### src/rtl/hms_timer_ctrl.sv
// hms_timer_ctrl: hours/minutes/seconds BCD timer with run/pause, up/down
// counting, validated preset load, configurable hour modulus, countdown
// expiry flag, per-second tick pulse and six active-low 7-segment outputs.
module hms_timer_ctrl #(
    parameter int CLOCK_FREQ = 50_000_000,
    parameter int HOURS_MOD  = 24
) (
    input  logic       clk,
    input  logic       rst_n,
    input  logic       i_run,
    input  logic       i_down,
    input  logic       i_load,
    input  logic [7:0] i_set_hh,
    input  logic [7:0] i_set_mm,
    input  logic [7:0] i_set_ss,
    output logic       o_tick,
    output logic       o_wrap,
    output logic       o_expired,
    output logic       o_load_err,
    output logic [6:0] o_HEX0,
    output logic [6:0] o_HEX1,
    output logic [6:0] o_HEX2,
    output logic [6:0] o_HEX3,
    output logic [6:0] o_HEX4,
    output logic [6:0] o_HEX5
);

    localparam int             PW     = (CLOCK_FREQ > 2) ? $clog2(CLOCK_FREQ) : 1;
    localparam logic [PW-1:0]  PS_MAX = PW'(CLOCK_FREQ - 1);
    // Largest legal hour value, held in packed BCD so it compares directly
    // against the hour register.
    localparam logic [7:0]     HH_MAX = {4'((HOURS_MOD - 1) / 10), 4'((HOURS_MOD - 1) % 10)};
    localparam logic [6:0]     SEG_ZERO = 7'b1000000;

    typedef enum logic [1:0] {
        IDLE    = 2'd0,
        RUN     = 2'd1,
        EXPIRED = 2'd2
    } state_t;

    state_t        state;
    logic [PW-1:0] ps;
    logic [7:0]    ss, mm, hh;

    logic [7:0] ss_step, mm_step, hh_step;
    logic       wrap_step;
    logic       zero_step;
    logic       time_zero;
    logic       count_en;
    logic       load_ok;

    // BCD increment of a two-digit field, rolling over to 00 after max.
    function automatic logic [7:0] bcd_inc(input logic [7:0] v, input logic [7:0] max);
        if (v == max)
            return 8'h00;
        else if (v[3:0] == 4'd9)
            return {v[7:4] + 4'd1, 4'h0};
        else
            return {v[7:4], v[3:0] + 4'd1};
    endfunction

    // BCD decrement of a two-digit field, rolling under from 00 to max.
    function automatic logic [7:0] bcd_dec(input logic [7:0] v, input logic [7:0] max);
        if (v == 8'h00)
            return max;
        else if (v[3:0] == 4'd0)
            return {v[7:4] - 4'd1, 4'h9};
        else
            return {v[7:4], v[3:0] - 4'd1};
    endfunction

    // Both digits of a packed BCD byte are decimal.
    function automatic logic digits_ok(input logic [7:0] v);
        return (v[7:4] <= 4'd9) && (v[3:0] <= 4'd9);
    endfunction

    // Active-low gfedcba segment pattern for one BCD digit; blank otherwise.
    function automatic logic [6:0] seg(input logic [3:0] d);
        case (d)
            4'd0:    return 7'b1000000;
            4'd1:    return 7'b1111001;
            4'd2:    return 7'b0100100;
            4'd3:    return 7'b0110000;
            4'd4:    return 7'b0011001;
            4'd5:    return 7'b0010010;
            4'd6:    return 7'b0000010;
            4'd7:    return 7'b1111000;
            4'd8:    return 7'b0000000;
            4'd9:    return 7'b0010000;
            default: return 7'b1111111;
        endcase
    endfunction

    // Next time value for one step in the current direction, plus wrap/zero flags.
    always_comb begin
        ss_step   = ss;
        mm_step   = mm;
        hh_step   = hh;
        wrap_step = 1'b0;
        if (!i_down) begin
            ss_step = bcd_inc(ss, 8'h59);
            if (ss == 8'h59) begin
                mm_step = bcd_inc(mm, 8'h59);
                if (mm == 8'h59) begin
                    hh_step   = bcd_inc(hh, HH_MAX);
                    wrap_step = (hh == HH_MAX);
                end
            end
        end else begin
            ss_step = bcd_dec(ss, 8'h59);
            if (ss == 8'h00) begin
                mm_step = bcd_dec(mm, 8'h59);
                if (mm == 8'h00)
                    hh_step = bcd_dec(hh, HH_MAX);
            end
        end
        zero_step = (ss_step == 8'h00) && (mm_step == 8'h00) && (hh_step == 8'h00);
    end

    // Preset validation and count enable. Counting is suppressed when a
    // countdown would start from 00:00:00, so that case expires without a step.
    always_comb begin
        time_zero = (ss == 8'h00) && (mm == 8'h00) && (hh == 8'h00);
        load_ok   = digits_ok(i_set_ss) && digits_ok(i_set_mm) && digits_ok(i_set_hh) &&
                    (i_set_ss <= 8'h59) && (i_set_mm <= 8'h59) && (i_set_hh <= HH_MAX);
        count_en  = i_run && (state != EXPIRED) && !(i_down && time_zero);
    end

    // Control FSM, prescaler, time registers and status pulses.
    always_ff @(posedge clk or negedge rst_n) begin
        if (!rst_n) begin
            state      <= IDLE;
            ps         <= '0;
            ss         <= 8'h00;
            mm         <= 8'h00;
            hh         <= 8'h00;
            o_tick     <= 1'b0;
            o_wrap     <= 1'b0;
            o_expired  <= 1'b0;
            o_load_err <= 1'b0;
        end else begin
            o_tick     <= 1'b0;
            o_wrap     <= 1'b0;
            o_load_err <= 1'b0;
            if (i_load) begin
                // A load pre-empts any step due this cycle; a rejected load
                // freezes everything except the error pulse.
                if (load_ok) begin
                    ss        <= i_set_ss;
                    mm        <= i_set_mm;
                    hh        <= i_set_hh;
                    ps        <= '0;
                    o_expired <= 1'b0;
                    if (state == EXPIRED)
                        state <= IDLE;
                end else begin
                    o_load_err <= 1'b1;
                end
            end else begin
                case (state)
                    IDLE: begin
                        if (i_run)
                            state <= RUN;
                    end
                    RUN: begin
                        if (!i_run) begin
                            state <= IDLE;
                        end else if (i_down && time_zero) begin
                            state     <= EXPIRED;
                            o_expired <= 1'b1;
                            ps        <= '0;
                        end
                    end
                    EXPIRED: begin
                        ps <= '0;
                    end
                    default: state <= IDLE;
                endcase
                if (count_en) begin
                    if (ps == PS_MAX) begin
                        ps     <= '0;
                        ss     <= ss_step;
                        mm     <= mm_step;
                        hh     <= hh_step;
                        o_tick <= 1'b1;
                        o_wrap <= !i_down && wrap_step;
                        if (i_down && zero_step) begin
                            state     <= EXPIRED;
                            o_expired <= 1'b1;
                        end
                    end else begin
                        ps <= ps + 1'b1;
                    end
                end
            end
        end
    end

    // Segment drivers, registered one cycle behind the time registers.
    always_ff @(posedge clk or negedge rst_n) begin
        if (!rst_n) begin
            o_HEX0 <= SEG_ZERO;
            o_HEX1 <= SEG_ZERO;
            o_HEX2 <= SEG_ZERO;
            o_HEX3 <= SEG_ZERO;
            o_HEX4 <= SEG_ZERO;
            o_HEX5 <= SEG_ZERO;
        end else begin
            o_HEX0 <= seg(ss[3:0]);
            o_HEX1 <= seg(ss[7:4]);
            o_HEX2 <= seg(mm[3:0]);
            o_HEX3 <= seg(mm[7:4]);
            o_HEX4 <= seg(hh[3:0]);
            o_HEX5 <= seg(hh[7:4]);
        end
    end

endmodule

### config.mk
export PLATFORM = sky130hd
export DESIGN_NAME = hms_timer_ctrl
export DESIGN_NICKNAME = d
export VERILOG_FILES = /design/src/rtl/hms_timer_ctrl.sv
export SDC_FILE = /design/constraint.sdc
export NUM_CORES = 1
export LEC_CHECK = 0
export ABC_AREA = 1
export CAP_MARGIN = 20
export CELL_PAD_IN_SITES_DETAIL_PLACEMENT = 0
export CELL_PAD_IN_SITES_GLOBAL_PLACEMENT = 1
export CORE_ASPECT_RATIO = 0.8
export CORE_MARGIN = 2
export CORE_UTILIZATION = 42
export CTS_CLUSTER_DIAMETER = 30
export DETAILED_ROUTE_END_ITERATION = 6
export PLACE_DENSITY_LB_ADDON = 0.1
export SLEW_MARGIN = 15
export SYNTH_ARGS = -nofsm -noshare
export SYNTH_HDL_FRONTEND = slang
export SYNTH_SLANG_ARGS = --single-unit
### constraint.sdc
create_clock -name clk -period 3 [get_ports clk]
set_clock_uncertainty 0.05 [all_clocks]
set_input_delay 0.6 -clock clk [delete_from_list [all_inputs] [get_ports clk]]
set_output_delay 0.6 -clock clk [all_outputs]
set_load 0.1 [all_outputs]
# After elaboration in Yosys (flattened, before gate mapping)
# Memories as Yosys holds them, arrays and structs flattened. A register that Yosys moved wholly into a read port is not among the register bits.
# Cells that the tools add are included.
[totals] word_cells=161 out_inout_bits=46 n_memories=6 in_bits=29 romBits=672 reg_bits=56
[memory_table] name="(no name shown)" depth=16 word_bits=7 read_ports=1 rd_clocked_by_memory_dff=1 wr=0 line_no="79" text="case (d)"
[memory_table] name="(no name shown)" depth=16 word_bits=7 read_ports=1 rd_clocked_by_memory_dff=1 wr=0 line_no="79"
[memory_table] name="(no name shown)" depth=16 word_bits=7 read_ports=1 rd_clocked_by_memory_dff=1 wr=0 line_no="79"
[memory_table] name="(no name shown)" depth=16 word_bits=7 read_ports=1 rd_clocked_by_memory_dff=1 wr=0 line_no="79"
[memory_table] name="(no name shown)" depth=16 word_bits=7 read_ports=1 rd_clocked_by_memory_dff=1 wr=0 line_no="79"
[memory_table] name="(no name shown)" depth=16 word_bits=7 read_ports=1 rd_clocked_by_memory_dff=1 wr=0 line_no="79"
[classes] n_reduce_logical=41 n_eq_ne=14 n_lt_le_gt_ge=9 add_sub_neg=13 mux=69
[op_table] op="2-to-1 mux 8 bit" n=33
[op_table] op="2-to-1 mux 26 bit" n=6
[op_table] op="case mux 26 bit (2 select lines)" n=1
[op_table] op="logical NOT 8 bit" n=6
[op_table] op="adder 26 x 1 -> 26 bit, second input constant" n=1
[op_table] op="== test 26 bit, second input constant" n=1
[op_table] op="adder 4 x 1 -> 4 bit, second input constant" n=6
[op_table] op="<= comparator 4 bit, second input constant" n=6
[op_table] op="subtractor 4 x 1 -> 4 bit, second input constant" n=6
[op_table] op="2-to-1 mux 1 bit" n=19
[op_table] op="2-to-1 mux 2 bit" n=9
[op_table] op="logical AND 1 bit" n=17
[op_table] op="== test 8 x 7 -> 1 bit, second input constant" n=2
[op_table] op="<= comparator 8 x 7 -> 1 bit, second input constant" n=2
[op_table] op="== test 4 bit, second input constant" n=3
[op_table] op="logical NOT 4 bit" n=3
[op_table] op="== test 8 x 6 -> 1 bit, second input constant" n=1
[op_table] op="<= comparator 8 x 6 -> 1 bit, second input constant" n=1
[op_table] op="logical NOT 1 bit" n=8
[op_table] op="!= test 4 bit, second input constant" n=2
[op_table] op="case mux 2 bit (3 select lines)" n=1
[op_table] op="!= test 2 x 1 -> 1 bit, second input constant" n=2
[op_table] op="AND reduction 4 bit" n=1
[op_table] op="nonzero test 2 bit" n=2
[op_table] op="other kinds (7)" n=7

# Longest topological paths before layout
[depth] word_depth=13 mapped_depth=17 depth_no_buf=17

# Worst setup path before layout
# OpenSTA, ideal clock, no wires.
[synth_path] kind="register to register" from="register mm[0]" to="register ps[4]" arrival_ns=1.945 required_time_ns=2.822 path_buffers=0 setup_time_ns=0.128 synth_period_minus_slack_ns=2.123 slack_ns=0.877 stages_incl_launch_ff=15 path_cell_list="dfrtp_1 -> inv_1 -> ha_1 -> nand2_2 -> nor2_8 -> nand3_4 -> nand2_4 -> nand2_1 -> inv_2 -> o21ai_2 -> nand2_4 -> inv_4 -> nand2_1 -> xor2_1 -> nor2_1"
[synth_via] elab_chain_cells=8 elab_cells_between_ends=12 cone_classes="eq/ne: 2; mux: 2; reduce/logical: 8"
[synth_lines] item="start: declaration" line_no="43" text="logic [7:0] ss, mm, hh;"
[synth_lines] item="start signal: assignment" line_no="150" text="mm <= i_set_mm;"
[synth_lines] item="start signal: assignment" line_no="183" text="mm <= mm_step;"
[synth_lines] item="logical NOT 8 bit *" line_no="123" text="time_zero = (ss == 8'h00) && (mm == 8'h00) && (hh == 8'h00);"
[synth_lines] item="logical AND 1 bit * (2 in series)" line_no="123"
[synth_lines] item="logical AND 1 bit *" line_no="126, 168"
[synth_lines] item="logical NOT 1 bit" line_no="126" text="count_en = i_run && (state != EXPIRED) && !(i_down && time_zero);"
[synth_lines] item="logical AND 1 bit" line_no="126"
[synth_lines] item="!= test 4 bit (no source line), or another cell as far along"
[synth_lines] item="AND reduction 4 bit (no source line) / 2-to-1 mux 26 bit (equally long branches)"
[synth_lines] item="end signal: assignment" line_no="192" text="ps <= ps + 1'b1;"
[synth_lines] item="end: declaration" line_no="42" text="logic [PW-1:0] ps;"
# Every way passes the cells marked *; elsewhere a longest branch is shown, timed or not.
# A chain may end at the register's enable or synchronous reset.

# Worst setup path after layout
[layout_path] from="register ss[0]" to="register o_expired"
[layout_via] elab_chain_cells=12 elab_cells_between_ends=35 cone_classes="add/sub: 2; eq/ne: 2; mux: 18; reduce/logical: 13"
[layout_lines] item="start: declaration" line_no="43"
[layout_lines] item="start signal: assignment" line_no="149" text="ss <= i_set_ss;"
[layout_lines] item="start signal: assignment" line_no="182" text="ss <= ss_step;"
[layout_lines] item="adder 4 x 1 -> 4 bit, or another cell as far along" line_no="59" text="return {v[7:4], v[3:0] + 4'd1};"
[layout_lines] item="2-to-1 mux 8 bit, on equally long branches" line_no="56, 66"
[layout_lines] item="2-to-1 mux 8 bit, on equally long branches" line_no="54, 64"
[layout_lines] item="2-to-1 mux 8 bit" line_no="100" text="if (!i_down) begin"
[layout_lines] item="logical NOT 8 bit" line_no="117" text="zero_step = (ss_step == 8'h00) && (mm_step == 8'h00) && (hh_step == 8'h00);"
[layout_lines] item="logical AND 1 bit (2 in series)" line_no="117"
[layout_lines] item="logical AND 1 bit" line_no="187" text="if (i_down && zero_step) begin"
[layout_lines] item="2-to-1 mux 1 bit" line_no="187"
[layout_lines] item="2-to-1 mux 1 bit" line_no="180" text="if (ps == PS_MAX) begin"
[layout_lines] item="2-to-1 mux 1 bit *" line_no="179" text="if (count_en) begin"
[layout_lines] item="2-to-1 mux 1 bit *" line_no="145" text="if (i_load) begin"
[layout_lines] item="end signal: assignment" line_no="139" text="o_expired <= 1'b0;"
[layout_lines] item="end signal: assignment" line_no="153" text="o_expired <= 1'b0;"
[layout_lines] item="end signal: assignment" line_no="189" text="o_expired <= 1'b1;"
[layout_lines] item="end: declaration" line_no="18" text="output logic o_expired,"
# Marked as above.

==> flow_metrics.tcl <==
set metrics [dict create \
    timing.critical_path.mode_cell "nand2_1" \
    final_common_cell "nand2_1" \
    cap_viol_max_count 0 \
    regArea_um2 2460 \
    slew_headroom 0.584 \
    dp.cells 1313 \
    placementRows 43 \
    cts_resized 0 \
    cts_buffers 9 \
    worstSetupPathType "reg -> reg" \
    dieArea_um2 18500 \
    grt_first_pass_wirelength_um 34800 \
    gp_congestion 0.848 \
    vias 6900 \
    vias_per_cell 5.19 \
    peakVddDrop_v 0.000516 \
    drtPass1Iterations 5 \
    endpoint_kind "flop" \
    hp-class "in -> async" \
    synth_area_um2 7300 \
    ctsRootBufferMaster "clkbuf_16" \
    seq_area_frac_synth 0.337 \
    layout_common_cells "273 x nand2_1, 116 x nor2_1, 96 x inv_1" \
    syn_nets 1084 \
    dr.first_iter.drc_count 476 \
    nets 1165 \
    cp_top_family "simple AND/OR/NAND/NOR gates" \
    worst_slew_pin_slew_ns 0.624 \
    arrival_ns 2.95 \
    cpPeakStageDelay_ns 0.48 \
    clk_pin_slew_worst_paths_ns 0.07 \
    post_cts_buffers 0 \
    cp_data_required_time_ns 3.24 \
    synth.distinct_cells 50 \
    drc 0 \
    diodes 0 \
    syn_to_final_growth_pct 16.4 \
    critPathMaxFanout 9 \
    synth_cells 1018 \
    tns_ns 0 \
    cp_num_buf_inv 2 \
    die_width_um 151 \
    start_util 0.425 \
    clockBufferDepth 2 \
    fmax_ghz 0.370 \
    timing.final.crit_share 0.901 \
    wl_per_cell_um 15.9 \
    multi_input_area_um2 4200 \
    cts.sinks 98 \
    power-per-cell-area_nw_per_um2 676 \
    drv_slew 0 \
    instances_no_fill 1329 \
    cp-start-kind "flop" \
    grt_antenna_before_repair 0 \
    boundaryPins 75 \
    post-dp-hpwl_um 16200 \
    grt_max_degree 53 \
    crit_path_top_delay_cell "dfrtp_1" \
    rsz0062_at_grt "false" \
    synth_seq_cells 98 \
    numPortBuffers 74 \
    worstPathCellList "inv_1, ha_1, inv_2, nor2_2, nand2_1, nor2_2, nand2_1, nand3_1, nand2_1, nor3_2, nand2_1, nor2_1, nand3_1, nand2_1" \
    grt_pass1_vias 6514 \
    status "finished, final reports clean" \
    core_area_um2 17200 \
    fill_cells 1750 \
    track_usage 0.241 \
    die_y_um 122 \
    drive_gt1_frac 0.145 \
    synth_warnings 0 \
    syn_area_per_cell_um2 7.17 \
    drt_wl_total_um 21100 \
    cts_tree "yes" \
    gr-total-overflow 0 \
    clock_latency_ns 0.36 \
    leakage_nw 4.13 \
    setup_viol_count_final 0 \
    period_minus_slack_ns 2.70 \
    ant_nets 0 \
    hold_buffers 0 \
    cts-htree-levels 3 \
    hold_viol 0 \
]
-- synth_stat cells (all sizes together) --
library cell	n	area share
nand2	283	0.15
nor2	132	0.086
inv	110	0.057
nand3	94	0.072
dfrtp	92	0.32
o21ai	78	0.056
ha	37	0.063
a21oi	30	0.021
nor3	27	0.022
buf	21	0.022
nand4	21	0.019
o211ai	15	0.015
xor2	14	0.017
clkbuf	10	0.0051
o22ai	10	0.0086
dfstp	6	0.022
nor4	6	0.0051
o32ai	6	0.013
clkinv	5	0.0027
o41ai	4	0.0048
a31oi	3	0.0026
nand3b	3	0.0031
o221ai	2	0.0024
xnor2	2	0.0024
a2111oi	1	0.0012
a211oi	1	0.0010
a21o	1	0.0010
a22o	1	0.0012
and3	1	0.00086
nor3b	1	0.0017
o31ai	1	0.0010
-- per-layer routing --
layer	global-route usage	part of all wire
met2	0.363	0.43
met1	0.363	0.51
met5	0	0
met4	0.0578	0.013
met3	0.0337	0.045
-- sequential cells by signal, summed over array words and instances (netlist names) --
register,cells
o_HEX2,7
state,2
mm,8
o_HEX3,7
o_HEX1,7
o_HEX4,7
o_HEX0,7
ps,26
o_tick,1
o_load_err,1
ss,8
o_HEX5,7
o_expired,1
o_wrap,1
hh,8
-- kinds of logic after synthesis --
| group | Yosys count | share of synthesized area |
|---|---|---|
| AOI/OAI and AO/OA | 153 | 0.130 |
| adders and majority gates | 37 | 0.0634 |
| buffers and inverters | 146 | 0.0874 |
| and+or+nand+nor | 568 | 0.363 |
| DFF | 98 | 0.337 |
| xor gates and xnor gates | 16 | 0.0192 |
-- power breakdown --
group / leakage (nW) / switching (W) / internal, W
Combinational: 2.76 / 0.00216 / 0.000698
Clock: 0.137 / 0.000533 / 0.000587
Sequential: 1.23 / 0.000193 / 0.00157
Total: 4.13 / 0.00289 / 0.00285
-- final timing paths --
check / from / end / slack [ns] / cells past startpoint
setup / recovery: ss[0]$_DFFE_PN0P_ / o_expired$_DFFE_PN0N_ / 0.30 / 14
hold / removal: rst_n / o_HEX1[1]$_DFF_PN0_ / 0.19 / 1
setup reg to reg: ss[0]$_DFFE_PN0P_ / o_expired$_DFFE_PN0N_ / 0.30 / 14
hold reg to reg: ps[0]$_DFFE_PN0P_ / ps[0]$_DFFE_PN0P_ / 0.50 / 1
max in group asynchronous: rst_n / o_HEX4[6]$_DFF_PN1_ / 1.94 / 2
min in group clk: ps[0]$_DFFE_PN0P_ / ps[0]$_DFFE_PN0P_ / 0.50 / 1
-- stage by stage --
step	power, W	cell area (µm²)	hold WS [ns]	util	setup slack, ns
after floorplan	0.00396	7300	0.254	-	0.877
after global placement	0.00465	8220	0.482	0.479	0.210
after detailed placement	0.00464	8220	0.485	0.479	0.187
after CTS	0.00578	8490	0.214	0.495	0.313
after global routing	0.00608	8490	0.238	0.495	0.0292
final	0.00574	8490	0.189	0.495	0.297
-- final cells by class --
class | instances | share of cell area
Inverter | 115 | 0.0516
Sequential cell | 98 | 0.290
Timing Repair Buffer | 101 | 0.0987
Tap cell | 225 | 0.0332
Multi-Input combinational cell | 774 | 0.495
Clock inverter | 4 | 0.00324
Clock buffer | 12 | 0.0290
Note: power is estimated with default switching activity, not from simulation.
==> RTL change 1: new RTL, same settings <==
Set the parameter `CLOCK_FREQ` to 25_000_000 (it was 50_000_000).
--- a/src/rtl/hms_timer_ctrl.sv
+++ b/src/rtl/hms_timer_ctrl.sv
@@ -2,7 +2,7 @@
 // counting, validated preset load, configurable hour modulus, countdown
 // expiry flag, per-second tick pulse and six active-low 7-segment outputs.
 module hms_timer_ctrl #(
-    parameter int CLOCK_FREQ = 50_000_000,
+    parameter int CLOCK_FREQ = 25_000_000,
     parameter int HOURS_MOD  = 24
 ) (
     input  logic       clk,
Formal check against the unedited RTL: same outputs for any inputs over 4 cycles, from zero or initial values and one cycle with rst_n low; that may be too few to reach the edited logic, so the function may still have changed.
==> RTL change 1 against the original RTL <==
  * Synthesized cell count decreased by 9.9%
  * Routed wire length decreased by 5.8%
  * Synthesized area decreased by 5.8%
  * Final area decreased by 4.8%
  * Worst setup slack improved by 0.073 ns
  * Sequential cell count decreased by 1
  * Clock power increased by 7%
  * Total power decreased by 12%
  * Critical path type unchanged
==> RTL change 1: results (changes against the original RTL) <==
| Metric | Value |
|---|---|
| Status | `completed` |
| Yosys synthesis warning count | `0 (unchanged)` |
| Vias | `6388 (-7.4%)` |
| Slowest cell on the critical path | `dfrtp_1` |
| Power Total | `5.04 mW (-12%)` |
| Routed vias/inst | `5.24 (+0.85%)` |
| Post-CTS setup buffer count | `0 (unchanged)` |
| Vias in the first global route | `6001 (-7.9%)` |
| CTS-repair resized insts | `0 (unchanged)` |
| GPL Wtd Cong | `0.880 (+3.8%)` |
| Tot GR Track Use | `0.234 (-0.00727)` |
| Largest net degree at the start of global routing | `54 (+1.9%)` |
| Final nets | `1066 (-8.5%)` |
| Hold Path Class | `in2async` |
| Max H-tree Level | `3 (unchanged)` |
| First-pass GRT wire length | `32300 µm (-7.1%)` |
| Root Driver | `clkbuf_16` |
| Cells after DPL | `1204 (-8.3%)` |
| R2R depth | `15 (+1)` |
| Critical Path AT | `2.84 ns (-0.11 ns)` |
| Fill cell count | `1593 (-9.0%)` |
| Cell area after placement | `0.00778 mm² (-5.3%)` |
| Initial antenna violation count | `0 (unchanged)` |
| Hold WS | `0.279 ns (+0.0905 ns)` |
| Worst-Margin Slew | `0.710 ns (+0.0861 ns)` |
| CP peak stage delay | `0.48 ns (about the same)` |
| RR Endpoint | `state[0]` |
| Clock latency at the later pin of the worst-skew pair | `0.37 ns` |
| Synth Net Count | `983 (-9.3%)` |
| Pleak | `3.83 nW (-7.2%)` |
| R2r setup slk | `0.37 ns (+0.07 ns)` |
| Post-Synthesis Cells | `917 (-9.9%)` |
| Sw Ratio | `0.467 (-0.0369)` |
| Commonest cells post-synth | `nand2_1 (228), inv_1 (94), nor2_1 (93), dfrtp_1 (91), o21ai_0 (63)` |
| Crit Reg-Reg Startpoint | `ss[0]` |
| Inserted Diodes | `0 (unchanged)` |
| Share of cells above drive strength 1 | `0.159 (+0.0143)` |
| Max FFs per register | `25 (-3.8%)` |
| Reg clk slew, reported paths | `0.07 ns (about the same)` |
| Max clock buf depth | `2 (unchanged)` |
| Synth async-reset ratio | `1.00 (unchanged)` |
| CTS Buf Count | `9 (unchanged)` |
| Main area contributors after synthesis | `dfrtp_1 (33%), nand2_1 (12%), ha_1 (6.7%)` |
| Worst IR Drop VDD | `0.448 mV (-13%)` |
| Crit-path max FO | `7 (-2)` |
| Sequential-to-total area share from yosys stat | `0.354 (+0.0171)` |
| Detailed placement HPWL | `15000 µm (-7.4%)` |
| Port Buffers | `74 (unchanged)` |
| Setup TNS Final | `0 ns (unchanged)` |
| Power share of the clock group | `0.238 (+0.043)` |
| Largest Register | `ps` |
| Yosys cell types | `52 (+4.0%)` |
| Total Routed Length | `19900 µm (-5.8%)` |
| Initial DRT Pass Iterations | `5 (unchanged)` |
| Initial drt markers | `560 (+18%)` |
| Placement Setup Slack | `0.266 ns (+0.0798 ns)` |
| Seq pwr | `1.62 mW (-8%)` |
-- RTL change 1: cell types whose count changed in the layout (fill, tap and decap cells not counted), moves of 4 or more --
cell | before | now
nor2_1 | 116 | 93
nor3_1 | 23 | 15
nand3_1 | 87 | 57
nor2_2 | 5 | 9
xor2_1 | 14 | 20
nand2_1 | 273 | 228
-- RTL change 1: final cells by class --
class	instances	area, µm²	share of cell area
clock buffer	9	225	0.0279
inverter	106	399	0.0494
tap	215	269	0.0333
multi-input combinational	687	3870	0.480
clock inverter	7	70.1	0.00867
timing repair buffer	99	806	0.0997
sequential	97	2430	0.301
-- RTL change 1: worst max-delay path by stage --
| stage | slack (ns) | cells after the start | from | to |
|---|---|---|---|---|
| floorplan | 0.92 | 14 | ss[0] | state[0] |
| global placement | 0.26 | 10 | i_set_hh[6] | ps[23] |
| detailed placement | 0.27 | 10 | i_set_hh[6] | ps[15] |
| CTS | 0.38 | 15 | ss[0] | state[0] |
| global route | 0.09 | 15 | ss[0] | state[0] |
| finish | 0.37 | 15 | ss[0] | state[0] |
-- RTL change 1: cells by family (layout without fill, tap and decap cells) --
family / after synthesis / count (layout) / synth area share
compound gates: 162 / 162 / 0.153
xor+xnor: 21 / 21 / 0.0268
fa+ha+maj: 37 / 37 / 0.0673
buf+inv: 133 / 221 / 0.0821
flops: 97 / 97 / 0.354
mux: 2 / 2 / 0.00291
simple gates: 465 / 465 / 0.314
-- RTL change 1: layer usage --
metal | share of wire | track usage | vias up | wire length [µm]
met5 | 0 | 0 | - | 0
li1 | - | - | 3207 | -
met2 | 0.43 | 0.349 | 180 | 8520
met3 | 0.051 | 0.0382 | 21 | 1020
met4 | 0.013 | 0.0625 | 0 | 264
met1 | 0.51 | 0.350 | 2980 | 10100
==> RTL change 2: new RTL, config.mk and constraints unchanged <==
Made on the original files. Reset style: synchronous (`rst_n`), changed in 2 clocked blocks.
--- a/src/rtl/hms_timer_ctrl.sv
+++ b/src/rtl/hms_timer_ctrl.sv
@@ -127,7 +127,7 @@
     end
 
     // Control FSM, prescaler, time registers and status pulses.
-    always_ff @(posedge clk or negedge rst_n) begin
+    always_ff @(posedge clk) begin
         if (!rst_n) begin
             state      <= IDLE;
             ps         <= '0;
@@ -197,7 +197,7 @@
     end
 
     // Segment drivers, registered one cycle behind the time registers.
-    always_ff @(posedge clk or negedge rst_n) begin
+    always_ff @(posedge clk) begin
         if (!rst_n) begin
             o_HEX0 <= SEG_ZERO;
             o_HEX1 <= SEG_ZERO;
Behaviour: differs if rst_n is asserted again (counterexample within 4 cycles, from zero or initial values and one cycle with rst_n low); with rst_n held inactive, the same outputs for 4 cycles.
==> RTL change 2 against the original RTL <==
  * Worst setup slack improved by 0.098 ns
  * Synthesized area fell by 9.6%
  * Non-clock buffer count fell by 2
  * Hold slack improved by 0.23 ns
  * Sequential cell count did not move
  * Routed wire length fell by 12%
  * Global-route usage fell by 0.89 points
  * Count of clock-buffer cells in the layout did not move
  * Die area fell by 9.3%
  * Final area fell by 8.9%
Power is not compared: it rests on default switching activity, and its combinational part moved more than twofold at a synthesized area within 25%.
==> RTL change 2: results (changes against the original RTL) <==
| Metric | Value |
|---|---|
| Status | `completed` |
| Crit-path max FO | `8 (-1)` |
| GPL Wtd Cong | `0.853 (+0.55%)` |
| First-pass GRT wire length | `30800 µm (-11%)` |
| Hold WS | `0.423 ns (+0.234 ns)` |
| Tot GR Track Use | `0.232 (-0.00887)` |
| Worst min-delay path endpoint | `ps[4]` |
| Commonest cells post-synth | `nand2_1 (261), dfxtp_1 (98), inv_1 (93), nand3_1 (86), nor2_1 (78)` |
| Crit Reg-Reg Startpoint | `mm[0]` |
| Cell area after placement | `0.00744 mm² (-9.5%)` |
| Main area contributors after synthesis | `dfxtp_1 (30%), nand2_1 (15%), ha_1 (6.8%)` |
| Vias in the first global route | `6087 (-6.6%)` |
| Dominant synthesized flop cell | `dfxtp_1` |
| R2R depth | `14 (unchanged)` |
| Slowest cell on the critical path | `dfxtp_1` |
| Yosys cell types | `48 (-4.0%)` |
| Crit start category | `flop` |
| Cells after DPL | `1258 (-4.2%)` |
| Hold Path Class | `reg2reg` |
| CP delay by family, top | `simple AND/OR/NAND/NOR gates` |
| Post-DR wirelength/cell | `14.6 µm (-8.1%)` |
| Worst-Margin Slew | `0.586 ns (-0.0380 ns)` |
| Critical Path Sink | `state[1]` |
| Synth Net Count | `1054 (-2.8%)` |
| Detailed placement HPWL | `14000 µm (-13%)` |
| Vias | `6557 (-5.0%)` |
| Port Buffers | `74 (unchanged)` |
| Post-Synthesis Cells | `989 (-2.8%)` |
| Critical Path AT | `2.84 ns (-0.11 ns)` |
| Clock latency at the later pin of the worst-skew pair | `0.35 ns` |
| Placement Setup Slack | `0.157 ns (-0.0293 ns)` |
| CP peak stage delay | `0.40 ns (-0.08 ns)` |
| MaxCap Viol Count | `0 (unchanged)` |
| Fill cell count | `1587 (-9.3%)` |
| Synth async-reset ratio | `0 (-1.00)` |
| Largest net degree at the start of global routing | `44 (-17%)` |
| Total Routed Length | `18500 µm (-12%)` |
| R2r setup slk | `0.39 ns (+0.10 ns)` |
| Achievable clock frequency | `384 MHz (+3.7%)` |
| Max clock buf depth | `2 (unchanged)` |
| Sequential-to-total area share from yosys stat | `0.297 (-0.0397)` |
| RR Endpoint | `state[1]` |
| Share of cells above drive strength 1 | `0.136 (-0.00933)` |
[RTL change 2: cell types whose count changed after synthesis, sizes merged, moves of 11 or more]
| cell | delta |
|---|---|
| a21oi | +34 |
| a31oi | +15 |
| clkbuf | +11 |
| dfrtp | -92 |
| dfxtp | +98 |
| nor2 | -36 |
| o21ai | -21 |
[RTL change 2: final cells by class]
cell class	count	area, µm²	share of cell area
clock inverter	2	37.5	0.00486
clock buffer	12	256	0.0332
tap	210	263	0.0340
inverter	106	403	0.0521
sequential	98	1960	0.254
multi-input combinational	745	3980	0.515
timing repair buffer	99	826	0.107
[RTL change 2: worst register-to-register path, cell delays in order (launching register included)]
cell	delay [ns]
dfxtp_1	0.40
inv_1	0.22
ha_1	0.28
nand2_2	0.16
nor2_8	0.22
nand2_2	0.14
clkinv_1	0.11
nand2_1	0.06
nand3_1	0.07
nand2_1	0.08
nor2_1	0.17
nand3_1	0.12
nor2_1	0.16
nand4_1	0.15
a21oi_1	0.17
[RTL change 2: cells by family (layout without fill, tap and decap cells)]
| kind of cell | Yosys count | count (layout) | synth area share |
|---|---|---|---|
| buffers and inverters | 146 | 219 | 0.0986 |
| AOI/OAI and AO/OA | 160 | 160 | 0.135 |
| DFF | 98 | 98 | 0.297 |
| adders and majority gates | 36 | 36 | 0.0683 |
| and+or+nand+nor | 536 | 536 | 0.383 |
| xor gates and xnor gates | 13 | 13 | 0.0173 |
[RTL change 2: report_power, final]
part           total, mW  internal [mW]  leakage, nW  switching [mW]
sequential          1.32           1.31        0.791          0.0117
clock               1.18          0.683        0.141           0.499
combinational      0.430          0.144         2.48           0.287
[RTL change 2: routing by layer]
layer	vias up	track usage	wire, µm
met5	-	0	0
met4	0	0.0680	299
met3	19	0.0406	784
met2	148	0.358	7980
met1	2980	0.334	9470
li1	3410	-	-
